<file path="config.mk">
export PLATFORM = sky130hd
export DESIGN_NAME = recebe_ascii_bcd_flat
export DESIGN_NICKNAME = d
export VERILOG_FILES = /design/src/rtl/recebe_ascii_bcd_if.sv /design/src/rtl/recebe_ascii_bcd.sv /design/src/flat_wrapper.sv
export SDC_FILE = /design/constraint.sdc
export NUM_CORES = 1
export LEC_CHECK = 0
export BUFFER_PORTS_ARGS = -buffer_cell sky130_fd_sc_hd__buf_2
export CORE_ASPECT_RATIO = 1.1
export CORE_UTILIZATION = 52
export DETAILED_ROUTE_END_ITERATION = 6
export GPL_TIMING_DRIVEN = 0
export PLACE_DENSITY = 0.74
export SLEW_MARGIN = 20
export SYNTH_ARGS = -nofsm -noshare
export SYNTH_HDL_FRONTEND = slang
export SYNTH_SLANG_ARGS = --single-unit
</file>
<file path="constraint.sdc">
create_clock -name clock -period 2.05 [get_ports clock]
set_input_delay 0.205 -clock clock [delete_from_list [all_inputs] [get_ports clock]]
set_output_delay 0.205 -clock clock [all_outputs]
set_load 0.03 [all_outputs]
</file>
<file path="src/rtl/recebe_ascii_bcd_if.sv">
//------------------------------------------------------------------------------
// Module : recebe_ascii_bcd_if
// Brief  : Serial line, enable and BCD result bundle of the ASCII-to-BCD receiver.
// Rev    : 1.0 - initial release
//------------------------------------------------------------------------------
`timescale 1ns/1ps
`default_nettype none

interface recebe_ascii_bcd_if;
  logic       rx_serial;
  logic       habilita;
  logic [7:0] bcd;
  logic       pronto;
  logic       erro;
  logic [3:0] db_estado;

  modport master (
    output rx_serial,
    output habilita,
    input  bcd,
    input  pronto,
    input  erro,
    input  db_estado
  );

  modport slave (
    input  rx_serial,
    input  habilita,
    output bcd,
    output pronto,
    output erro,
    output db_estado
  );
endinterface

`default_nettype wire

</file>
<file path="src/rtl/recebe_ascii_bcd.sv">
//------------------------------------------------------------------------------
// Module : recebe_ascii_bcd
// Brief  : 8N1 UART receiver that packs two ASCII decimal digits into one BCD
//          byte. Optional macro RECEBE_ASCII_BCD_TERMINADOR_EN requires a CR
//          after the units digit before the value is committed.
// Rev    : 1.0 - initial release
//------------------------------------------------------------------------------
`timescale 1ns/1ps
`default_nettype none

module recebe_ascii_bcd #(
  parameter int CICLOS_POR_BIT = 434
) (
  input  logic              clock,
  input  logic              reset,
  recebe_ascii_bcd_if.slave bus
);

  localparam int             c_cnt_w    = (CICLOS_POR_BIT > 2) ? $clog2(CICLOS_POR_BIT) : 1;
  localparam logic [c_cnt_w-1:0] c_bit_fim  = c_cnt_w'(CICLOS_POR_BIT - 1);
  localparam logic [c_cnt_w-1:0] c_meio_fim = c_cnt_w'((CICLOS_POR_BIT / 2) - 1);
  localparam logic [c_cnt_w-1:0] c_cnt_um   = c_cnt_w'(1);
  localparam logic [7:0]     c_cr       = 8'h0D;
  localparam logic [7:0]     c_lf       = 8'h0A;

  typedef enum logic [1:0] {
    OCIOSO = 2'd0,
    INICIO = 2'd1,
    DADOS  = 2'd2,
    PARADA = 2'd3
  } uart_t;

  typedef enum logic [1:0] {
    ESPERA_DEZENA     = 2'd0,
    ESPERA_UNIDADE    = 2'd1,
    ESPERA_TERMINADOR = 2'd2
  } digito_t;

  // Line synchronizer; all three flops idle high so reset never fakes a start edge.
  logic rx_meta_q, rx_sync_q, rx_prev_q;

  always_ff @(posedge clock or negedge reset) begin
    if (!reset) begin
      rx_meta_q <= 1'b1;
      rx_sync_q <= 1'b1;
      rx_prev_q <= 1'b1;
    end else begin
      rx_meta_q <= bus.rx_serial;
      rx_sync_q <= rx_meta_q;
      rx_prev_q <= rx_sync_q;
    end
  end

  uart_t              uart_q, uart_d;
  logic [c_cnt_w-1:0] cnt_q, cnt_d;
  logic [2:0]         bit_q, bit_d;
  logic [7:0]         shreg_q, shreg_d;
  logic               w_char_ok;
  logic               w_frame_err;

  always_ff @(posedge clock or negedge reset) begin
    if (!reset) begin
      uart_q  <= OCIOSO;
      cnt_q   <= '0;
      bit_q   <= '0;
      shreg_q <= '0;
    end else begin
      uart_q  <= uart_d;
      cnt_q   <= cnt_d;
      bit_q   <= bit_d;
      shreg_q <= shreg_d;
    end
  end

  always_comb begin
    uart_d      = uart_q;
    cnt_d       = cnt_q;
    bit_d       = bit_q;
    shreg_d     = shreg_q;
    w_char_ok   = 1'b0;
    w_frame_err = 1'b0;
    case (uart_q)
      OCIOSO: begin
        if (rx_prev_q && !rx_sync_q) begin
          uart_d = INICIO;
          cnt_d  = '0;
        end
      end
      INICIO: begin
        if (cnt_q == c_meio_fim) begin
          cnt_d  = '0;
          bit_d  = '0;
          // A line back high at mid start bit is a glitch, not a frame.
          uart_d = rx_sync_q ? OCIOSO : DADOS;
        end else begin
          cnt_d = cnt_q + c_cnt_um;
        end
      end
      DADOS: begin
        if (cnt_q == c_bit_fim) begin
          cnt_d   = '0;
          shreg_d = {rx_sync_q, shreg_q[7:1]};
          bit_d   = bit_q + 3'd1;
          if (bit_q == 3'd7) begin
            uart_d = PARADA;
          end
        end else begin
          cnt_d = cnt_q + c_cnt_um;
        end
      end
      PARADA: begin
        if (cnt_q == c_bit_fim) begin
          cnt_d       = '0;
          uart_d      = OCIOSO;
          w_char_ok   = rx_sync_q;
          w_frame_err = !rx_sync_q;
        end else begin
          cnt_d = cnt_q + c_cnt_um;
        end
      end
      default: begin
        uart_d = OCIOSO;
      end
    endcase
  end

  logic w_digito;
  logic w_crlf;

  assign w_digito = (shreg_q >= 8'h30) && (shreg_q <= 8'h39);
  assign w_crlf   = (shreg_q == c_cr) || (shreg_q == c_lf);

  digito_t    estado_q, estado_d;
  logic [3:0] dezena_q, dezena_d;
  logic [7:0] bcd_q, bcd_d;
  logic       pronto_q, pronto_d;
  logic       erro_q, erro_d;
`ifdef RECEBE_ASCII_BCD_TERMINADOR_EN
  logic [3:0] unidade_q, unidade_d;
`endif

  always_ff @(posedge clock or negedge reset) begin
    if (!reset) begin
      estado_q  <= ESPERA_DEZENA;
      dezena_q  <= '0;
      bcd_q     <= 8'h00;
      pronto_q  <= 1'b0;
      erro_q    <= 1'b0;
`ifdef RECEBE_ASCII_BCD_TERMINADOR_EN
      unidade_q <= '0;
`endif
    end else begin
      estado_q  <= estado_d;
      dezena_q  <= dezena_d;
      bcd_q     <= bcd_d;
      pronto_q  <= pronto_d;
      erro_q    <= erro_d;
`ifdef RECEBE_ASCII_BCD_TERMINADOR_EN
      unidade_q <= unidade_d;
`endif
    end
  end

  always_comb begin
    estado_d  = estado_q;
    dezena_d  = dezena_q;
    bcd_d     = bcd_q;
    pronto_d  = 1'b0;
    erro_d    = 1'b0;
`ifdef RECEBE_ASCII_BCD_TERMINADOR_EN
    unidade_d = unidade_q;
`endif
    if (!bus.habilita) begin
      estado_d = ESPERA_DEZENA;
    end else if (w_frame_err) begin
      erro_d   = 1'b1;
      estado_d = ESPERA_DEZENA;
    end else if (w_char_ok) begin
      case (estado_q)
        ESPERA_DEZENA: begin
          if (w_digito) begin
            dezena_d = shreg_q[3:0];
            estado_d = ESPERA_UNIDADE;
          end else if (!w_crlf) begin
            erro_d = 1'b1;
          end
        end
        ESPERA_UNIDADE: begin
          if (w_digito) begin
`ifdef RECEBE_ASCII_BCD_TERMINADOR_EN
            unidade_d = shreg_q[3:0];
            estado_d  = ESPERA_TERMINADOR;
`else
            bcd_d    = {dezena_q, shreg_q[3:0]};
            pronto_d = 1'b1;
            estado_d = ESPERA_DEZENA;
`endif
          end else begin
            erro_d   = 1'b1;
            estado_d = ESPERA_DEZENA;
          end
        end
`ifdef RECEBE_ASCII_BCD_TERMINADOR_EN
        ESPERA_TERMINADOR: begin
          if (shreg_q == c_cr) begin
            bcd_d    = {dezena_q, unidade_q};
            pronto_d = 1'b1;
          end else begin
            erro_d = 1'b1;
          end
          estado_d = ESPERA_DEZENA;
        end
`endif
        default: begin
          estado_d = ESPERA_DEZENA;
        end
      endcase
    end
  end

  assign bus.bcd       = bcd_q;
  assign bus.pronto    = pronto_q;
  assign bus.erro      = erro_q;
  assign bus.db_estado = {2'b00, estado_q};

endmodule

`default_nettype wire

</file>
<file path="src/flat_wrapper.sv">
// flat-port wrapper written by rule: the top's interface ports become plain ports
module recebe_ascii_bcd_flat 
#(
  parameter int CICLOS_POR_BIT = 434
)
  (clock, reset, bus_rx_serial, bus_habilita, bus_bcd, bus_pronto, bus_erro, bus_db_estado);
  recebe_ascii_bcd_if bus_i ();
  input  logic clock;
  input  logic reset;
  input wire logic [$bits(bus_i.rx_serial)-1:0] bus_rx_serial;
  input wire logic [$bits(bus_i.habilita)-1:0] bus_habilita;
  output wire logic [$bits(bus_i.bcd)-1:0] bus_bcd;
  output wire logic [$bits(bus_i.pronto)-1:0] bus_pronto;
  output wire logic [$bits(bus_i.erro)-1:0] bus_erro;
  output wire logic [$bits(bus_i.db_estado)-1:0] bus_db_estado;
  assign bus_i.rx_serial = bus_rx_serial;
  assign bus_i.habilita = bus_habilita;
  assign bus_bcd = bus_i.bcd;
  assign bus_pronto = bus_i.pronto;
  assign bus_erro = bus_i.erro;
  assign bus_db_estado = bus_i.db_estado;
  recebe_ascii_bcd #(.CICLOS_POR_BIT(CICLOS_POR_BIT)) u_core (.clock(clock), .reset(reset), .bus(bus_i));
endmodule
</file>
==> reports/qor.yml, run 1 <==
outcome:
  status: "complete, but fails checks"
  violations: "setup timing"
synthesis:
  yosys.cell_types.count: 43
  synth_seq_cells: 40
  synth_top_cell_area_share_pct: 46.78
  syn_area_per_cell_um2: 11.64
  ys.flop_type: "dfrtp_1"
  syn_inst: 170
  ys_seq_area_share_pct: 50.76
  yosysMostFrequentCell: "dfrtp_1"
  synth_common_cells: "dfrtp_1, nand2_1, nor2_1"
  syn-cell-area_mm2: 0.001979
  synth.largest_area_cell: "dfrtp_1"
  async_reset_ff_share_pct: 100.0
  synth-edff-count: 0
  yosys-top-cells-area: "dfrtp_1, ha_1, mux2_2"
  ys_warn_count: 0
layout:
  synthToLayoutAreaGrowth_pct: 19.60
  n_fill_cell: 272
  stdcell_area_mm2: 0.002367
  drive_gt1_share_pct: 35.78
  n_antenna_cell: 0
  nNetsFinal: 217
sta:
  finClkSkew_ns: 0.006201
  rsz0062_at_grt: "yes"
  finalSetupViolations: 12
  relSlewSlack_pct: 42.00
  slew_violations: 0
  hold_viol: 0
  worst_slack_ns: -0.1286
  clock.fmax_mhz: 459.0
  fin_crit_ns: 2.179
  fin_crit_sh_pct: 106.3
  tns_ns: -1.331
  worstMarginPinSlew_ns: 0.8700
worst_setup_path:
  critPathKind: "reg2reg"
  worst_setup_path_start_kind: "flop"
  critical_path.top_delay_family: "simple AND/OR/NAND/NOR gates"
  critPathMaxStageDelay_ns: 0.53
  arrival_ns: 2.36
  crit_chain: "or4b_4, or2_4, or4_4, mux2_4"
  path_buf_inv: 0
  end_kind: "flop"
  cp.required_ns: 2.23
  crit_path_top_delay_cell: "or4b_4"
  crit_fanout: 8
clock_network:
  clkSinkCount: 40
  cts_buffer_depth: 2
  insertion_delay_ns: 0.30
  cts_root_buffer: "clkbuf_8"
  clk_transition_reported_paths_ns: 0.07
  h-tree-depth: 2
  tritoncts: "yes"
  cts_buffers: 5
grt:
  grt_pass1_wl_um: 6727
  grt_antenna_before_repair: 0
  grt_max_degree: 41
  globalRouteMet1Util_pct: 27.49
  grt_use_met2_pct: 38.05
  grt_busiest_layer: "met2"
  gr-usage-met3_pct: 7.184
  first_global_vias: 1458
  grt_usage_pct: 23.38
  grt.overflow.total: 0
job:
  max-cap-violations: 0
die:
  rows: 23
  dieArea_mm2: 0.004058
  die-width_um: 60.83
  io_pins: 18
  start_util_pct: 54.16
  die_h_um: 66.71
  core_mm2: 0.003655
worst_hold_path:
  hp-class: "in2async"
route:
  post_drt_wl_per_cell_um: 16.14
  drc: 0
  detail-route-antenna-nets: 0
  drt_iter0_drc: 23
  vias: 1409
  dr.pass1.iters: 4
  wl_um: 4099
  vias_per_cell: 5.547
power:
  power_density_mw_per_mm2: 889.9
  total_leakage_power_nw: 1.163
  vdd_drop_max_v: 0.0006706
placed_design:
  port_buffers: 14
  dpl.hpwl_um: 2681
  gp_congestion: 0.8722
  placed_area_mm2: 0.002131
[metal layers]
metal | wire length [um] | share of wire, %
met1 | 1787 | 44
met2 | 2118 | 52
met3 | 106 | 2.6
met4 | 86 | 2.1
met5 | 0 | 0
[per-stage QoR]
step | instances | util (%) | setup slack [ns] | hold slack (ns) | power, mW
after floorplan | 172 | - | -0.1093 | -0.09059 | 1.297
after global placement | 236 | 58.30 | -0.1741 | 0.3111 | 1.399
after detailed placement | 236 | 58.30 | -0.2230 | 0.3123 | 1.439
after CTS | 250 | 62.75 | -0.1217 | 0.002225 | 2.075
after global routing | 254 | 64.77 | -0.1569 | 0.08634 | 2.238
final | 254 | 64.77 | -0.1286 | 0.01873 | 2.107
[power by group]
part / leakage [nW] / internal [mW] / switching [mW]
combinational: 0.580 / 0.287 / 0.442
clock: 0.0395 / 0.242 / 0.261
sequential: 0.543 / 0.835 / 0.0397
[cells in the final DEF (no fill, tap or decap), types with 5 or more instances in the layout]
master / n
buf_2: 14
buf_4: 12
clkbuf_8: 5
dfrtp_1: 36
ha_1: 10
inv_1: 7
mux2_2: 11
mux2_4: 8
nand2_1: 14
nand4_1: 5
nor2_1: 10
o21ai_0: 7
[sequential cells by signal, summed over array words and instances, names as in the netlist, named ones only]
name               count
u_core.bus.erro        1
u_core.rx_sync_q       1
u_core.dezena_q        4
u_core.shreg_q         8
u_core.uart_q          1
u_core.bus.bcd         8
u_core.rx_prev_q       1
u_core.bus.pronto      1
u_core.cnt_q           9
u_core.estado_q        1
u_core.rx_meta_q       1
u_core.bit_q           3
[cell type report]
cell class / count / area, um2 / share of cell area, %
Sequential cell: 40 / 1006 / 42.49
Multi-Input combinational cell: 119 / 1003 / 42.39
Timing Repair Buffer: 25 / 158.9 / 6.712
Clock buffer: 8 / 80.08 / 3.383
Tap cell: 50 / 62.56 / 2.643
Inverter: 8 / 30.03 / 1.268
Buffer: 4 / 26.28 / 1.110
[cell families after synthesis]
logic type	after synthesis	synth area share, %
buffers and inverters	13	3.413
other	1	0.1895
adders and majority gates	10	6.321
AOI/OAI and AO/OA	26	8.660
DFF	40	50.76
muxes	21	13.34
xor gates and xnor gates	5	2.213
and+or+nand+nor	54	15.11
[worst paths after layout]
kind	endpoint	cells after the start	slack (ns)	startpoint
min	u_core.bus.bcd[1]	1	0.02	reset
min in group clock	u_core.estado_q[0]	2	0.14	bus_habilita
max reg2reg	u_core.bus.bcd[3]	4	-0.13	u_core.cnt_q[3]
max in group asynchronous	u_core.cnt_q[2]	1	1.43	reset
max	u_core.bus.bcd[3]	4	-0.13	u_core.cnt_q[3]
min reg2reg	u_core.rx_sync_q	0	0.36	u_core.rx_meta_q
[timing repair]
item | 4_1_cts | 5_1_grt
gates resized for setup | 12 | 10
pin swaps | 5 | 4
endpoints found under the hold margin | 0 | 1
endpoints found under the setup margin | 31 | 27
setup buffers | 7 | 3
hold buffers | 0 | 1
No activity file was read; power rests on OpenSTA's default activity.
==> run 2: changes to the inputs <==
--- a/config.mk
+++ b/config.mk
@@ -5,12 +5,13 @@
 export SDC_FILE = /design/constraint.sdc
 export NUM_CORES = 1
 export LEC_CHECK = 0
+export ABC_AREA = 1
 export BUFFER_PORTS_ARGS = -buffer_cell sky130_fd_sc_hd__buf_2
 export CORE_ASPECT_RATIO = 1.1
-export CORE_UTILIZATION = 52
+export CORE_UTILIZATION = 53
 export DETAILED_ROUTE_END_ITERATION = 6
 export GPL_TIMING_DRIVEN = 0
-export PLACE_DENSITY = 0.74
+export PLACE_DENSITY = 0.75
 export SLEW_MARGIN = 20
 export SYNTH_ARGS = -nofsm -noshare
 export SYNTH_HDL_FRONTEND = slang
==> run 2 against run 1 <==
  * The flow now finishes without violations
  * Sequential power down 1%
  * Utilization shrank 2.3 points
  * Clock power up 8.9%
  * Synthesized cell count rose by 42%
  * Register-to-register slack improved by 0.42 ns
  * Final cell count rose by 24%
  * Critical path depth rose by 4
==> reports/qor.yml, run 2 <==
sta:
  relSlewSlack_pct: 44.48
  worstMarginPinSlew_ns: 0.8329
  fin_crit_sh_pct: 85.65
  rsz0062_at_grt: "no"
  slew_violations: 0
  finalSetupViolations: 0
  fin_crit_ns: 1.756
  hold_viol: 0
  tns_ns: 0
  clock.fmax_mhz: 569.5
  finClkSkew_ns: 0.009183
layout:
  final_common_cell: "nand2_1"
  final_cell_mix: "nand2_1, dfrtp_1, inv_1"
  largest_reg_flops: 9
  nNetsFinal: 279
  n_antenna_cell: 0
  post-route-util_pct: 62.44
  drive_gt1_share_pct: 17.29
  regMostFlops: "u_core.cnt_q"
  synthToLayoutAreaGrowth_pct: 11.97
synthesis:
  syn_area_per_cell_um2: 8.422
  ys.flop_type: "dfrtp_1"
  syn-cell-area_mm2: 0.002038
  synth-edff-count: 0
  yosys.cell_types.count: 26
  yosys-top-cells-area: "dfrtp_1, nand2_1, ha_1"
  synth_top_cell_area_share_pct: 45.43
  async_reset_ff_share_pct: 100.0
  synth.largest_area_cell: "dfrtp_1"
  ys_seq_area_share_pct: 49.29
  synth_common_cells: "nand2_1, dfrtp_1, inv_1"
  ys_warn_count: 0
  yosysMostFrequentCell: "nand2_1"
  synth_seq_cells: 40
  syn_inst: 242
grt:
  grt_usage_pct: 19.72
  first_global_vias: 1356
  grt_max_degree: 41
  grt_antenna_before_repair: 0
  grt.overflow.total: 0
  grt_pass1_wl_um: 5796
route:
  vias: 1541
  wl_um: 3411
  detail-route-antenna-nets: 0
  drt_iter0_drc: 47
  vias_per_cell: 4.877
  drc: 0
  post_drt_wl_per_cell_um: 10.79
  dr.pass1.iters: 4
clock_network:
  insertion_delay_ns: 0.30
  post_cts_buffers: 0
  cts_buffers: 5
  tritoncts: "yes"
  clkSinkCount: 40
  cts_root_buffer: "clkbuf_8"
  clk_transition_reported_paths_ns: 0.07
  h-tree-depth: 2
  cts_buffer_depth: 2
worst_setup_path:
  arrival_ns: 1.94
  rr_worst_depth: 8
  r2r-start: "u_core.uart_q[0]"
  worst_setup_path_start_kind: "flop"
  cp.required_ns: 2.23
  reg2reg_to: "u_core.uart_q[0]"
  r2r_slack_ns: 0.29
  critPathKind: "reg2reg"
  crit_fanout: 9
  end_kind: "flop"
power:
  power.clock.fraction_pct: 29.2
  combPwrFrac_pct: 24.6
  vdd_drop_max_v: 0.0005263
  seq_power_share_pct: 46.2
  power.internal_mw: 1.227
  power_density_mw_per_mm2: 821.8
  p_sw_mw: 0.6484
  total_leakage_power_nw: 1.230
  netSwitchingFraction_pct: 34.57
worst_hold_path:
  hp-class: "in2async"
die:
  die_h_um: 67.04
  core_mm2: 0.003655
  rows: 23
  die-width_um: 61.13
  start_util_pct: 55.77
  dieArea_mm2: 0.004098
  io_pins: 18
placed_design:
  gp_congestion: 0.8154
  port_buffers: 14
  dpl.hpwl_um: 2449
job:
  max-cap-violations: 0
outcome:
  status: "finished, final reports clean"
## run 2: cell types whose count changed in the layout (fill, tap and decap cells not counted), moves of 8 or more
cell	change
buf_4	-9
nand3_1	+12
mux2_2	-11
a21oi_1	+8
inv_1	+14
mux2_4	-8
nand2_1	+62
## run 2: final cells by class
| class | instances | area, um2 |
|---|---|---|
| clock buffers | 6 | 82.58 |
| clock inverters | 2 | 15.01 |
| well taps | 50 | 62.56 |
| multi-input cells | 171 | 895.9 |
| fillers | 328 | 1373 |
| inverters | 26 | 100.1 |
| repair buffers | 15 | 80.08 |
| plain buffers | 6 | 41.29 |
| flip-flops and latches | 40 | 1005 |
## run 2: layer usage
metal | up-vias | share of wire [%] | GRT usage (%)
li1 | 815 | - | -
met1 | 696 | 49 | 26.15
met3 | 7 | 3.7 | 6.408
met2 | 23 | 45 | 29.21
met4 | 0 | 1.8 | 8.239
met5 | - | 0 | 0
## run 2: worst max path at each step
stage | cells past startpoint | to | from
5_1_grt | 9 | u_core.cnt_q[4] | u_core.cnt_q[1]
3_5_place_dp | 7 | u_core.shreg_q[3] | u_core.uart_q[0]
6_report | 8 | u_core.uart_q[0] | u_core.uart_q[0]
3_3_place_gp | 7 | u_core.cnt_q[7] | u_core.uart_q[0]
2_1_floorplan | 12 | u_core.bus.bcd[3] | u_core.cnt_q[1]
4_1_cts | 7 | u_core.shreg_q[3] | u_core.uart_q[0]
## run 2: kinds of logic after synthesis
group,share of synthesized area (%)
simple gates,27.93
flops,49.29
compound gates,8.902
buf+inv,7.121
fa+ha+maj,6.139
xor+xnor,0.4298
other cells,0.1840
## run 2: metrics by stage
stage                     setup WS [ns]  total power, mW  instances  cell area, um2  hold slack (ns)
after floorplan                  0.4661            1.223        244            2046         -0.09059
after global placement           0.2360            1.331        308            2178           0.3113
after detailed placement         0.1989            1.339        308            2178           0.3119
after CTS                        0.1925            1.890        317            2286          0.04608
after global routing             0.1121            2.003        316            2282          0.08823
final                            0.2942            1.876        316            2282         0.005549
## run 2: timing repair
action	4_1_cts	5_1_grt
hold buffers	1	0
hold endpoints to repair	1	0
gates resized for setup	0	0
setup endpoints to repair	0	8
## run 2: critical path, cell delays in order (launching register included)
cell and delay, ns:
dfrtp_1 0.45, inv_1 0.11, ha_1 0.21, nand2_1 0.23, inv_1 0.16, a21oi_1 0.24, nand2_1 0.10, nand2_1 0.07
o21ai_1 0.07
## run 2: power groups by stage
| stage | Clock (mW) | Combinational, mW | Sequential [mW] |
|---|---|---|---|
| after floorplan | 0 | 0.352 | 0.872 |
| after global placement | 0 | 0.453 | 0.878 |
| after detailed placement | 0 | 0.458 | 0.881 |
| after CTS | 0.556 | 0.469 | 0.865 |
| after global routing | 0.590 | 0.543 | 0.870 |
| final | 0.548 | 0.462 | 0.866 |
==> run 3: changes to the inputs <==
--- a/config.mk
+++ b/config.mk
@@ -6,12 +6,12 @@
 export NUM_CORES = 1
 export LEC_CHECK = 0
 export ABC_AREA = 1
-export BUFFER_PORTS_ARGS = -buffer_cell sky130_fd_sc_hd__buf_2
 export CORE_ASPECT_RATIO = 1.1
 export CORE_UTILIZATION = 53
 export DETAILED_ROUTE_END_ITERATION = 6
+export DONT_BUFFER_PORTS = 1
 export GPL_TIMING_DRIVEN = 0
-export PLACE_DENSITY = 0.75
+export PLACE_DENSITY = 0.71
 export SLEW_MARGIN = 20
 export SYNTH_ARGS = -nofsm -noshare
 export SYNTH_HDL_FRONTEND = slang
==> run 3 against run 2 <==
  * Combinational power about the same
  * Register-to-register slack about the same
  * Sequential share of layout area up 0.99 points
  * Critical path depth down 2
  * Final area down 2.2%
  * Die area unchanged
  * Final cell count down 3.8%
  * Clock skew down 0.0040 ns
  * Setup slack worse by 0.0070 ns
  * Total power down 1.9%
  * Count of clock-buffer cells in the layout down 1
  * Global-route usage up 0.98 points
  * Critical path type unchanged
  * Critical endpoint is now u_core.shreg_q[3]
  * Largest power group unchanged
==> reports/qor.yml, run 3 (synthesis results as in run 2) <==
worst_setup_path:
  end_kind: "flop"
  rr_worst_depth: 6
  crit_fanout: 10
  worst_setup_path_start_kind: "flop"
  critPathKind: "reg2reg"
  arrival_ns: 1.92
  cp.required_ns: 2.21
grt:
  grt_antenna_before_repair: 0
  grt_max_degree: 41
  grt.overflow.total: 0
  grt_usage_pct: 20.71
  first_global_vias: 1472
  grt_pass1_wl_um: 6258
power:
  power_density_mw_per_mm2: 824.4
  total_power_mw: 1.840
  power.clock.fraction_pct: 27.7
  netSwitchingFraction_pct: 35.15
  vdd_drop_max_v: 0.0004174
  combPwrFrac_pct: 25.3
  total_leakage_power_nw: 1.175
  seq_power_share_pct: 47.0
  p_sw_mw: 0.6468
  power.internal_mw: 1.193
clock_network:
  tritoncts: "yes"
  h-tree-depth: 2
  ctsResizeCount: 0
  cts_root_buffer: "clkbuf_8"
  insertion_delay_ns: 0.29
  clkSinkCount: 40
  post_cts_buffers: 0
  cts_buffer_depth: 2
  cts_buffers: 5
  clk_transition_reported_paths_ns: 0.08
layout:
  synthToLayoutAreaGrowth_pct: 9.515
  drive_gt1_share_pct: 12.99
  n_fill_cell: 330
  largest_reg_flops: 9
  regMostFlops: "u_core.cnt_q"
  nNetsFinal: 267
  n_antenna_cell: 0
  final_common_cell: "nand2_1"
  final_cell_mix: "nand2_1, dfrtp_1, inv_1"
placed_design:
  port_buffers: 0
  gp_congestion: 0.8281
  dpl.hpwl_um: 2584
sta:
  finalSetupViolations: 0
  fin_crit_sh_pct: 85.99
  finClkSkew_ns: 0.005223
  slew_violations: 0
  clock.fmax_mhz: 567.3
  tns_ns: 0
  fin_crit_ns: 1.763
  rsz0062_at_grt: "no"
  hold_viol: 0
route:
  drc: 0
  post_drt_wl_per_cell_um: 11.85
  drt_iter0_drc: 103
  detail-route-antenna-nets: 0
  dr.pass1.iters: 4
  vias_per_cell: 5.112
  wl_um: 3602
  vias: 1554
job:
  max-cap-violations: 0
outcome:
  status: "finished, final reports clean"
die:
  core_mm2: 0.003655
  io_pins: 18
  start_util_pct: 55.77
  rows: 23
  die_h_um: 67.04
  die-width_um: 61.13
  dieArea_mm2: 0.004098
worst_hold_path:
  hold_depth: 2
  hp-class: "in2reg"
-- run 3: changes by cell type in the layout (fill, tap and decap cells not counted), sizes merged --
cell and change:
clkinv +3, clkinvlp -2, clkbuf -1, dlygate4sd3 +1
buf -13
-- run 3: power by group through the flow --
stage               sequential, mW  combinational (mW)  clock (mW)
finish                       0.865               0.465       0.510
global route                 0.870               0.549       0.559
CTS                          0.865               0.469       0.527
detailed placement           0.880               0.444           0
global placement             0.879               0.439           0
floorplan                    0.872               0.352           0
-- run 3: worst paths after layout --
| path | startpoint | to | slack, ns |
|---|---|---|---|
| worst max-delay path | u_core.uart_q[0] | u_core.shreg_q[3] | 0.29 |
| worst min-delay path | bus_habilita | u_core.bus.erro | 0.04 |
| worst max register to register | u_core.uart_q[0] | u_core.shreg_q[3] | 0.29 |
| worst min register to register | u_core.rx_meta_q | u_core.rx_sync_q | 0.36 |
| max in group asynchronous | reset | u_core.rx_prev_q | 1.40 |
| min in group asynchronous | reset | u_core.cnt_q[8] | 0.39 |
-- run 3: area by class of cell --
cell class                 count  area, um2  area share (%)
sequential                    40       1005           45.01
multi-input combinational    171      895.9           40.13
inverter                      26      100.1           4.484
clock buffer                   5      68.82           3.083
tap                           50      62.56           2.803
buffer                         6      41.29           1.850
timing repair buffer           3      40.04           1.794
clock inverter                 3      18.77          0.8408
-- run 3: critical path: stages (launching register included) --
cell and delay, ns:
dfrtp_1 0.45, inv_1 0.13, ha_1 0.39, nand3_1 0.21
clkbuf_1 0.25, nand2_1 0.11, o21ai_0 0.10
-- run 3: layer usage --
metal	routed length (um)	vias up	track usage, %
met5	0	-	0
met4	55	0	6.818
met3	149	6	4.660
met2	1767	31	33.56
met1	1631	730	26.84
li1	-	787	-
-- run 3: timing repair --
item | 4_1_cts | 5_1_grt
endpoints found under the hold margin | 41 | 0
hold buffers | 3 | 0
endpoints found under the setup margin | 0 | 1
-- run 3: through the flow --
| stage | utilization (%) | worst slack [ns] | area (um2) | instances | hold slack, ns |
|---|---|---|---|---|---|
| global placement | 57.69 | 0.2023 | 2108 | 294 | -0.08942 |
| CTS | 61.18 | 0.1602 | 2236 | 305 | 0.03010 |
| floorplan | - | 0.4661 | 2046 | 244 | -0.09059 |
| detailed placement | 57.69 | 0.1725 | 2108 | 294 | -0.08948 |
| finish | 61.08 | 0.2872 | 2232 | 304 | 0.04185 |
| global route | 61.08 | 0.09237 | 2232 | 304 | 0.04798 |
